## src/rtl/simple_dpram_sclk.sv

```systemverilog
// ----------------------------------------------------------------------------
// simple_dpram_sclk : single-clock simple dual-port RAM, registered read
// Revision: 1.0
// ----------------------------------------------------------------------------
`default_nettype none

module simple_dpram_sclk #(
  parameter int ADDR_WIDTH    = 4,
  parameter int DATA_WIDTH    = 32,
  parameter     ENABLE_BYPASS = "TRUE"
) (
  input  logic                  clk,
  input  logic                  we,
  input  logic [ADDR_WIDTH-1:0] waddr,
  input  logic [DATA_WIDTH-1:0] din,
  input  logic [ADDR_WIDTH-1:0] raddr,
  output logic [DATA_WIDTH-1:0] dout
);

  localparam int DEPTH = 1 << ADDR_WIDTH;

  logic [DATA_WIDTH-1:0] mem [0:DEPTH-1];
  logic [DATA_WIDTH-1:0] dout_d;
  logic [DATA_WIDTH-1:0] dout_q;

  always_ff @(posedge clk) begin
    if (we) begin
      mem[waddr] <= din;
    end
  end

  // Bypass forwards a same-cycle write to the read port instead of the old word.
  generate
    if (ENABLE_BYPASS == "TRUE") begin : g_bypass
      assign dout_d = (we && (waddr == raddr)) ? din : mem[raddr];
    end else begin : g_no_bypass
      assign dout_d = mem[raddr];
    end
  endgenerate

  always_ff @(posedge clk) begin
    dout_q <= dout_d;
  end

  assign dout = dout_q;

endmodule

`default_nettype wire

```

## src/rtl/fifo_fwft_sclk.sv

```systemverilog
// ----------------------------------------------------------------------------
// fifo_fwft_sclk : single-clock first-word-fall-through FIFO controller
// Revision: 1.0
// ----------------------------------------------------------------------------
`default_nettype none

module fifo_fwft_sclk #(
  parameter int ADDR_WIDTH  = 4,
  parameter int DATA_WIDTH  = 32,
  parameter int ALMOST_FULL = (1 << ADDR_WIDTH) - 2
) (
  input  logic                  clk,
  input  logic                  rst_n,
  input  logic                  wr_en,
  input  logic [DATA_WIDTH-1:0] din,
  output logic                  full,
  output logic                  almost_full,
  input  logic                  rd_en,
  output logic [DATA_WIDTH-1:0] dout,
  output logic                  empty,
  output logic [ADDR_WIDTH:0]   fill_level,
  output logic                  overflow,
  output logic                  underflow
);

  localparam int PTR_W = ADDR_WIDTH + 1;
  localparam int DEPTH = 1 << ADDR_WIDTH;
  localparam logic [PTR_W-1:0] C_DEPTH = PTR_W'(DEPTH);
  localparam logic [PTR_W-1:0] C_AFULL = PTR_W'(ALMOST_FULL);
  localparam logic [PTR_W-1:0] C_ONE   = PTR_W'(1);

  logic [PTR_W-1:0] wr_ptr_q, wr_ptr_d;
  logic [PTR_W-1:0] rd_ptr_q, rd_ptr_d;
  logic [PTR_W-1:0] fill_level_q, fill_level_d;
  logic             empty_q, empty_d;
  logic             full_q, full_d;
  logic             almost_full_q, almost_full_d;
  logic             overflow_q, overflow_d;
  logic             underflow_q, underflow_d;
  logic             wr_acc;
  logic             rd_acc;

  always_comb begin
    wr_acc        = wr_en && !full_q;
    rd_acc        = rd_en && !empty_q;
    wr_ptr_d      = wr_acc ? wr_ptr_q + C_ONE : wr_ptr_q;
    rd_ptr_d      = rd_acc ? rd_ptr_q + C_ONE : rd_ptr_q;
    fill_level_d  = fill_level_q;
    if (wr_acc && !rd_acc) begin
      fill_level_d = fill_level_q + C_ONE;
    end else if (rd_acc && !wr_acc) begin
      fill_level_d = fill_level_q - C_ONE;
    end
    // Flags come from the next count so they change on the causing edge.
    empty_d       = (fill_level_d == '0);
    full_d        = (fill_level_d == C_DEPTH);
    almost_full_d = (fill_level_d >= C_AFULL);
    overflow_d    = overflow_q  || (wr_en && full_q);
    underflow_d   = underflow_q || (rd_en && empty_q);
  end

  always_ff @(posedge clk or negedge rst_n) begin
    if (!rst_n) begin
      wr_ptr_q      <= '0;
      rd_ptr_q      <= '0;
      fill_level_q  <= '0;
      empty_q       <= 1'b1;
      full_q        <= 1'b0;
      almost_full_q <= 1'b0;
      overflow_q    <= 1'b0;
      underflow_q   <= 1'b0;
    end else begin
      wr_ptr_q      <= wr_ptr_d;
      rd_ptr_q      <= rd_ptr_d;
      fill_level_q  <= fill_level_d;
      empty_q       <= empty_d;
      full_q        <= full_d;
      almost_full_q <= almost_full_d;
      overflow_q    <= overflow_d;
      underflow_q   <= underflow_d;
    end
  end

  // Reading at the next read pointer keeps dout equal to mem[rd_ptr] after every edge.
  simple_dpram_sclk #(
    .ADDR_WIDTH    (ADDR_WIDTH),
    .DATA_WIDTH    (DATA_WIDTH),
    .ENABLE_BYPASS ("TRUE")
  ) u_ram (
    .clk   (clk),
    .we    (wr_acc),
    .waddr (wr_ptr_q[ADDR_WIDTH-1:0]),
    .din   (din),
    .raddr (rd_ptr_d[ADDR_WIDTH-1:0]),
    .dout  (dout)
  );

  assign full        = full_q;
  assign almost_full = almost_full_q;
  assign empty       = empty_q;
  assign fill_level  = fill_level_q;
  assign overflow    = overflow_q;
  assign underflow   = underflow_q;

endmodule

`default_nettype wire
```

## config.mk

```make
export PLATFORM = sky130hd
export DESIGN_NAME = fifo_fwft_sclk
export DESIGN_NICKNAME = d
export VERILOG_FILES = /design/src/rtl/simple_dpram_sclk.sv /design/src/rtl/fifo_fwft_sclk.sv
export SDC_FILE = /design/constraint.sdc
export NUM_CORES = 1
export LEC_CHECK = 0
export ABC_AREA = 0
export CORE_ASPECT_RATIO = 1.5
export CORE_MARGIN = 2
export CORE_UTILIZATION = 40
export CTS_BUF_LIST = sky130_fd_sc_hd__clkbuf_4 sky130_fd_sc_hd__clkbuf_8 sky130_fd_sc_hd__clkbuf_16
export DETAILED_ROUTE_END_ITERATION = 8
export GPL_TIMING_DRIVEN = 0
export SYNTH_ARGS = -nofsm -noshare
export SYNTH_HDL_FRONTEND = slang
export SYNTH_HIERARCHICAL = 1
export SYNTH_SLANG_ARGS = --single-unit
```

## constraint.sdc

```tcl
create_clock -name clk -period 3.7 [get_ports clk]
set_input_delay 0.74 -clock clk [delete_from_list [all_inputs] [get_ports clk]]
set_output_delay 0.74 -clock clk [all_outputs]
set_load 0.1 [all_outputs]
```

Yosys cells after proc, flatten, opt, wreduce, memory -nomap -nowiden
Memory sizes are Yosys's and may differ from the RTL's. A register that Yosys moved wholly into a read port is not among the register bits.
Index checks and enable logic that the tools add are counted.
{ "word_totals": {"register_bits": 20, "mem_bits_rw": 512, "input_bits": 36, "wordCells": 34, "memories": 1} }
{ "classes": {"n_addsub": 4, "order_cmp": 1, "n_eq_ne": 1, "muxes": 5, "reduce_logical": 13} }
{ "memory_table": {"columns": ["memory", "depth", "word_bits", "read_ports", "rd_ports_with_merged_regs", "wr", "line", "text"], "rows": [
  ["u_ram.mem", 16, 32, 1, 1, 1, "simple_dpram_sclk.sv:22", "logic [DATA_WIDTH-1:0] mem [0:DEPTH-1];"]
]} }
{ "ops": {"columns": ["cell", "n"], "rows": [
  ["$add A5 B1 Y5 const B", 3],
  ["$mux W5", 2],
  ["$logic_and A1 B1 Y1", 6],
  ["$eq A5 B5 Y1 const B", 1],
  ["$ge A5 B4 Y1 const B", 1],
  ["$logic_not A5 Y1", 1],
  ["$sub A5 B1 Y5 const B", 1],
  ["$logic_not A1 Y1", 4],
  ["$mux W4", 1],
  ["$logic_or A1 B1 Y1", 2],
  ["$mux W1", 2]
]} }

Longest topological paths before layout
Gate-level depths: netlist (run 1).
{ "depth": {"ltp_word": 7, "ltp_mapped": 7, "mapped_depth_nobuf": 7} }

Cells and area by module
Netlist (run 1), hierarchy kept.
{ "by_module_without_submodules": {"columns": ["mod", "instances", "cells_per_inst", "area_each_um2", "seq_area_each_um2"], "rows": [
  ["simple_dpram_sclk", 1, 810, 19293.5, 15454.8],
  ["fifo_fwft_sclk", 1, 76, 868.3, 451.7]
]} }

Worst setup path before layout (run 1)
Ideal clock, no wire load.
{ "synth_path": {"path_kind": "reg2reg", "from": "register full_q (netlist: full)", "to": "memory u_ram.mem[0][0], enable pin", "setup_time_ps": 461, "arrival_ps": 3857, "required_time_ps": 3239, "setup_slack_ps": -618, "stages_incl_launch_ff": 5, "synth_period_minus_slack_ps": 4318, "cell_sequence": "dfrtp_1 nand2b_4 inv_4 or3b_2 nor3_1"} }
{ "synth_via": {"elab_chain_cells": 4} }
{ "synth_rtl": {"columns": ["item", "line", "text"], "rows": [
  ["start: declaration", "fifo_fwft_sclk.sv:36", "logic full_q, full_d;"],
  ["start signal: assignment", "fifo_fwft_sclk.sv:77", "full_q <= full_d;"],
  ["$logic_not A1 Y1", "fifo_fwft_sclk.sv:44", "wr_acc = wr_en && !full_q;"],
  ["$logic_and A1 B1 Y1", "fifo_fwft_sclk.sv:44", null],
  ["named net wr_acc", "fifo_fwft_sclk.sv:40", "logic wr_acc;"],
  ["$mux W1", "simple_dpram_sclk.sv:27", "if (we) begin"],
  ["$mux W1 (not written as such)", "simple_dpram_sclk.sv:28", "mem[waddr] <= din;"],
  ["end: declaration", "simple_dpram_sclk.sv:22", null]
]} }
The timed path passes the listed nets, and every way through them passes these cells.

==> impl_metrics.tcl, run 1 <==
set metrics [dict create \
    status "finished, final reports clean" \
    seq_area_frac_synth_pct 78.9 \
    synth_mux_area_share_pct 14.3 \
    layout_min_cycle_time_ns 3.63 \
    yosys-top-cells-count "edfxtp_1 (512), mux4_2 (128), a22oi_1 (64)" \
    postLayoutCellArea_um2 23900 \
    synth_area_leader_cell "edfxtp_1" \
    cts_root_buf "clkbuf_16" \
    fmax_ghz 0.276 \
    power.density_nw_per_um2 889 \
    ant_nets 0 \
    synth_compound_area_share_pct 2.81 \
    slew-limit-headroom_pct 29.9 \
    placed_area_um2 22400 \
    die_x_um 187 \
    cts_sinks 534 \
    nNetsFinal 1072 \
    worst_pin_slew_ns 1.05 \
    ys_ff_latch 534 \
    crit_arrival_ns 2.89 \
    syn_area_per_cell_um2 22.8 \
    final.fill_count 3988 \
    synthesis.area_um2 20200 \
    drtPass1Iterations 5 \
    cp.required_ns 2.96 \
    ctsHoldBuffers 0 \
    dieArea_um2 52300 \
    antenna_found_initial 2 \
    fin_cells 1725 \
    crit_path_max_fanout 10 \
    crit_path_end_kind "primary output" \
    layout-drive-gt1-share_pct 29.5 \
    rsz0062_at_grt "yes" \
    synth-simple-area-share_pct 2.13 \
    cts_setup_buffers 0 \
    cts_buffers 47 \
    grt.overflow.total 0 \
    num_rows 100 \
    wl_per_cell_um 25.7 \
    routabilityCongestion 0.739 \
    clockBufferDepth 3 \
    synth_xor_area_share_pct 0.428 \
    dp_cells 1646 \
    synth_top_family_by_area "multiplexers" \
    synth_nets 926 \
    crit_type "reg2out" \
    drc 0 \
    synth_fa_ha_area_share_pct 0.248 \
    max_cap_violations 0 \
    vias_per_cell 5.52 \
    grt_pass1_wl_um 65600 \
    grt_pass1_vias 10264 \
    path_clk_slew_ns 0.06 \
    setup-violations-final 0 \
    antenna_cells 0 \
    cts_max_level 2 \
    ios 78 \
    hold_path.class "reg2reg" \
    synth_edf_count 512 \
    final_util_pct 48.0 \
    ys.flop_type "edfxtp_1" \
    finClkSkew_ns 0.0141 \
    netlist.area_leader.share_pct 76.3 \
    vias 9516 \
    synth_cell_types 40 \
    fin_tns_setup_ns 0 \
    grt_max_degree 24 \
    cts_tree "yes" \
    area_delta_synth_final_pct 18.4 \
    core_area_um2 49700 \
    drt_iter0_markers 750 \
    slew_violations 0 \
    die_y_um 279 \
    final_hold_viol_count 0 \
    peakVddDrop_mv 1.31 \
    worstSkewPairLatency_ns 0.56 \
    synth_most_common_cell "edfxtp_1" \
    synth_cells 886 \
    total_leakage_power_nw 7.56 \
    async_reset_ff_share_pct 3.37 \
    wirelength_um 44300 \
    portBuffers 77 \
    dp_hpwl_um 27400 \
    track_usage_pct 17.2 \
    start_util_pct 40.6 \
    total_power_w 0.0212 \
    fin_crit_sh_pct 98.0 \
    startpoint_type "flip-flop" \
    ys_warn_count 6 \
    ys_top_cells_by_area "edfxtp_1 (76%), mux4_2 (14%), a22oi_1 (2.4%)" \
]
metrics by stage:
step                      hold WS [ns]  setup slack [ns]
after CTS                        0.467            0.0173
after global placement           0.444             -1.78
after detailed placement         0.448            -0.312
final                            0.462            0.0746
after floorplan                  0.439             0.253
after global routing             0.492           -0.0213
metal layers:
layer / up-vias / wire [µm] / GRT usage, %
met5: - / 30 / 0
met4: 4 / 1210 / 5.43
met3: 69 / 2240 / 2.63
met2: 285 / 23400 / 31.0
met1: 5113 / 17500 / 21.4
li1: 4045 / - / -
sequential cells by signal (all words and copies together), names as in the netlist, 4 cells and up, named ones only:
signal      count
rd_ptr_q        4
fill_level      5
wr_ptr_q        4
u_ram/mem     512
path summary, 6_finish.rpt:
check | to | slack, ns | from | cells after the start
max in group asynchronous | wr_ptr_q[0]$_DFFE_PN0P_ | 2.51 | rst_n | 1
hold reg to reg | underflow$_DFF_PN0_ | 0.46 | underflow$_DFF_PN0_ | 1
hold / removal | underflow$_DFF_PN0_ | 0.46 | underflow$_DFF_PN0_ | 1
setup / recovery | dout[27] | 0.07 | flip-flop | 6
setup reg to reg | u_ram/mem[8][9]$_DFFE_PP_ | 1.08 | full$_DFF_PN0_ | 6
min in group asynchronous | almost_full$_DFF_PN0_ | 0.67 | rst_n | 1
power breakdown:
group / switching (W) / internal (W)
Sequential: 0.000267 / 0.00737
Clock: 0.00204 / 0.00273
Combinational: 0.00615 / 0.00264
kinds of logic (layout without fill, tap and decap cells):
| group | count (synthesis) | in the layout |
|---|---|---|
| fa+ha+maj | 4 | 4 |
| flops | 534 | 534 |
| mux | 128 | 128 |
| simple gates | 90 | 90 |
| compound gates | 74 | 74 |
| buf+inv | 47 | 223 |
| xor+xnor | 9 | 9 |
critical path, stage by stage, from the launching register on:
cell and delay [ns]:
dfxtp_1 0.35, buf_4 0.24, buf_6 0.26, mux4_2 0.54, a22oi_1 0.33, nand2_1 0.13, clkdlybuf4s15_2 0.48
placed cells by master, fill, tap and decap left out, drive strengths merged, types with 5 or more instances in the layout:
| cell | Yosys | routed |
|---|---|---|
| a22oi | 64 | 64 |
| buf | 26 | 54 |
| clkbuf | 17 | 77 |
| clkdlybuf4s15 | 0 | 23 |
| clkdlybuf4s50 | 0 | 45 |
| clkinv | 0 | 15 |
| dfrtp | 17 | 17 |
| edfxtp | 512 | 512 |
| inv | 4 | 6 |
| mux4 | 128 | 128 |
| nand2 | 43 | 43 |
| nand3 | 5 | 5 |
| nor2 | 16 | 16 |
| nor3 | 5 | 5 |
| xnor2 | 7 | 7 |
layout make-up:
type	instances	area, µm²	share of cell area (%)
multi-input combinational	305	4150	17.4
tap	663	830	3.48
clock inverter	20	170	0.713
buffer	43	255	1.07
sequential	534	15900	66.7
inverter	4	17.5	0.0734
timing repair buffer	97	1210	5.07
clock buffer	59	1330	5.56
repair_timing:
| item | CTS | global route |
|---|---|---|
| setup endpoints to repair | 32 | 19 |
| resized for setup | 130 | 21 |
| endpoints found under the hold margin | 0 | 0 |
(Power assumes the default switching activity.)
==> run 2, diff against run 1 <==
--- a/config.mk
+++ b/config.mk
@@ -12,6 +12,7 @@
 export CTS_BUF_LIST = sky130_fd_sc_hd__clkbuf_4 sky130_fd_sc_hd__clkbuf_8 sky130_fd_sc_hd__clkbuf_16
 export DETAILED_ROUTE_END_ITERATION = 8
 export GPL_TIMING_DRIVEN = 0
+export SETUP_SLACK_MARGIN = 0.3
 export SYNTH_ARGS = -nofsm -noshare
 export SYNTH_HDL_FRONTEND = slang
 export SYNTH_HIERARCHICAL = 1
==> impl_metrics.tcl, run 2 (synthesized netlist as in run 1, its figures left out) <==
set metrics [dict create \
    cts_root_buf "clkbuf_16" \
    cts_tree "yes" \
    fin_cells 1725 \
    switching_share_pct 39.9 \
    final_hold_viol_count 0 \
    crit_buf_inv 3 \
    worstSkewPairLatency_ns 0.56 \
    total_power_w 0.0213 \
    cts_buffers 47 \
    crit_path_end_kind "primary output" \
    drt_iter0_markers 697 \
    dieArea_um2 52300 \
    largest_reg_flops 512 \
    fmax_ghz 0.297 \
    antenna_cells 0 \
    worst_pin_slew_ns 1.06 \
    ant_nets 0 \
    final_util_pct 48.1 \
    dp_cells 1646 \
    hold_depth 1 \
    area_delta_synth_final_pct 18.4 \
    crit_arrival_ns 2.62 \
    largest_register "u_ram/mem" \
    setup-violations-final 0 \
    grt_max_degree 24 \
    power.density_nw_per_um2 892 \
    portBuffers 77 \
    die_y_um 279 \
    max_cap_violations 0 \
    startpoint_type "flip-flop" \
    routabilityCongestion 0.739 \
    drtPass1Iterations 4 \
    p_comb_share_pct 41.7 \
    dp_hpwl_um 27400 \
    critPathTopFamily "buffers and inverters" \
    crit_slowest_cell "dfxtp_1" \
    antenna_found_initial 2 \
    p_switching_w 0.00850 \
    num_rows 100 \
    crit_type "reg2out" \
    finClkSkew_ns 0.0156 \
    wl_per_cell_um 25.7 \
    layout_min_cycle_time_ns 3.36 \
    layout-drive-gt1-share_pct 30.3 \
    intPower_w 0.0128 \
    reg2reg_slack_ns 1.09 \
    vias 9507 \
    drc 0 \
    status "finished, final reports clean" \
    layout_common_cells "edfxtp_1 (512), mux4_2 (128), a22oi_1 (59)" \
    vias_per_cell 5.51 \
    r2r_end "u_ram/mem[8][9]$_DFFE_PP_" \
    cpMostUsedCell "buf_2" \
    hold_path.class "reg2reg" \
    nNetsFinal 1072 \
    grt_pass1_vias 10260 \
    clockBufferDepth 3 \
    cp_slowest_stage_delay_ns 0.35 \
    cts_max_level 2 \
    final_common_cell "edfxtp_1" \
    seqPwrFrac_pct 35.9 \
    grt.overflow.total 0 \
    cp.required_ns 2.96 \
    rr_worst_depth 6 \
    r2r_start "full$_DFF_PN0_" \
    slew_violations 0 \
    path_cells "buf_2 > clkbuf_4 > mux4_2 > a22oi_1 > nand2_1 > buf_2" \
    cts_sinks 534 \
    track_usage_pct 17.2 \
    peakVddDrop_mv 1.32 \
    path_clk_slew_ns 0.06 \
    rsz0062_at_grt "yes" \
    ios 78 \
    fin_tns_setup_ns 0 \
    slew-limit-headroom_pct 29.2 \
    crit_path_max_fanout 10 \
    start_util_pct 40.6 \
    die_x_um 187 \
    hold_start "underflow$_DFF_PN0_" \
    grt_pass1_wl_um 65700 \
    core_area_um2 49700 \
    total_leakage_power_nw 7.60 \
    whs_endpoint "underflow$_DFF_PN0_" \
    fin_crit_sh_pct 90.9 \
    power_frac_clock_pct 22.4 \
    wirelength_um 44400 \
]
-- run 2: cell count changes in the layout (fill, tap and decap cells not counted), sizes merged --
cell | previous run | this run
clkdlybuf4s15 | 23 | 0
clkbuf | 77 | 86
buf | 54 | 68
-- run 2: what timing repair did --
action                                  CTS  global route
endpoints found under the setup margin   32            32
buffers inserted                          0             0
hold buffers                              0             0
resized for setup                       202            61
-- run 2: metal layers --
layer  GRT usage, %  vias up  wire [µm]  part of all wire, %
met1           21.4     5131      17600                   40
met2           30.9      260      23600                   53
met4           5.43        4       1130                  2.5
met5              0        -         26                0.059
met3           2.68       64       2020                  4.5
li1               -     4048          -                    -
-- run 2: power by group through the flow --
stage | Clock (W) | Combinational (W) | Sequential [W]
2_1_floorplan | 0 | 0.00612 | 0.00807
3_3_place_gp | 0 | 0.00875 | 0.00778
3_5_place_dp | 0 | 0.00905 | 0.00777
4_1_cts | 0.00489 | 0.00879 | 0.00764
5_1_grt | 0.00508 | 0.00932 | 0.00771
6_report | 0.00478 | 0.00889 | 0.00765
-- run 2: worst max path at each step --
stage,depth (start not counted),endpoint
final,6,dout[26]
after global routing,6,dout[30]
after CTS,6,dout[24]
after detailed placement,6,dout[27]
after global placement,5,u_ram/mem[3][12]$_DFFE_PP_
after floorplan,4,u_ram/mem[1][0]$_DFFE_PP_
-- run 2: cell type report --
type,instances,area [µm²]
buffer,43,330
clock inverter,20,170
clock buffer,59,1330
inverter,4,17.5
multi-input combinational,305,4180
fill,3989,25800
sequential,534,15900
timing repair buffer,97,1120
tap,663,830
-- run 2: stage by stage --
step / area [µm²] / hold WS (ns) / setup WS (ns)
final: 23900 / 0.462 / 0.338
after global routing: 23900 / 0.492 / 0.222
after CTS: 23800 / 0.467 / 0.151
after detailed placement: 22400 / 0.448 / -0.312
after global placement: 21800 / 0.444 / -1.78
after floorplan: 20200 / 0.439 / 0.253
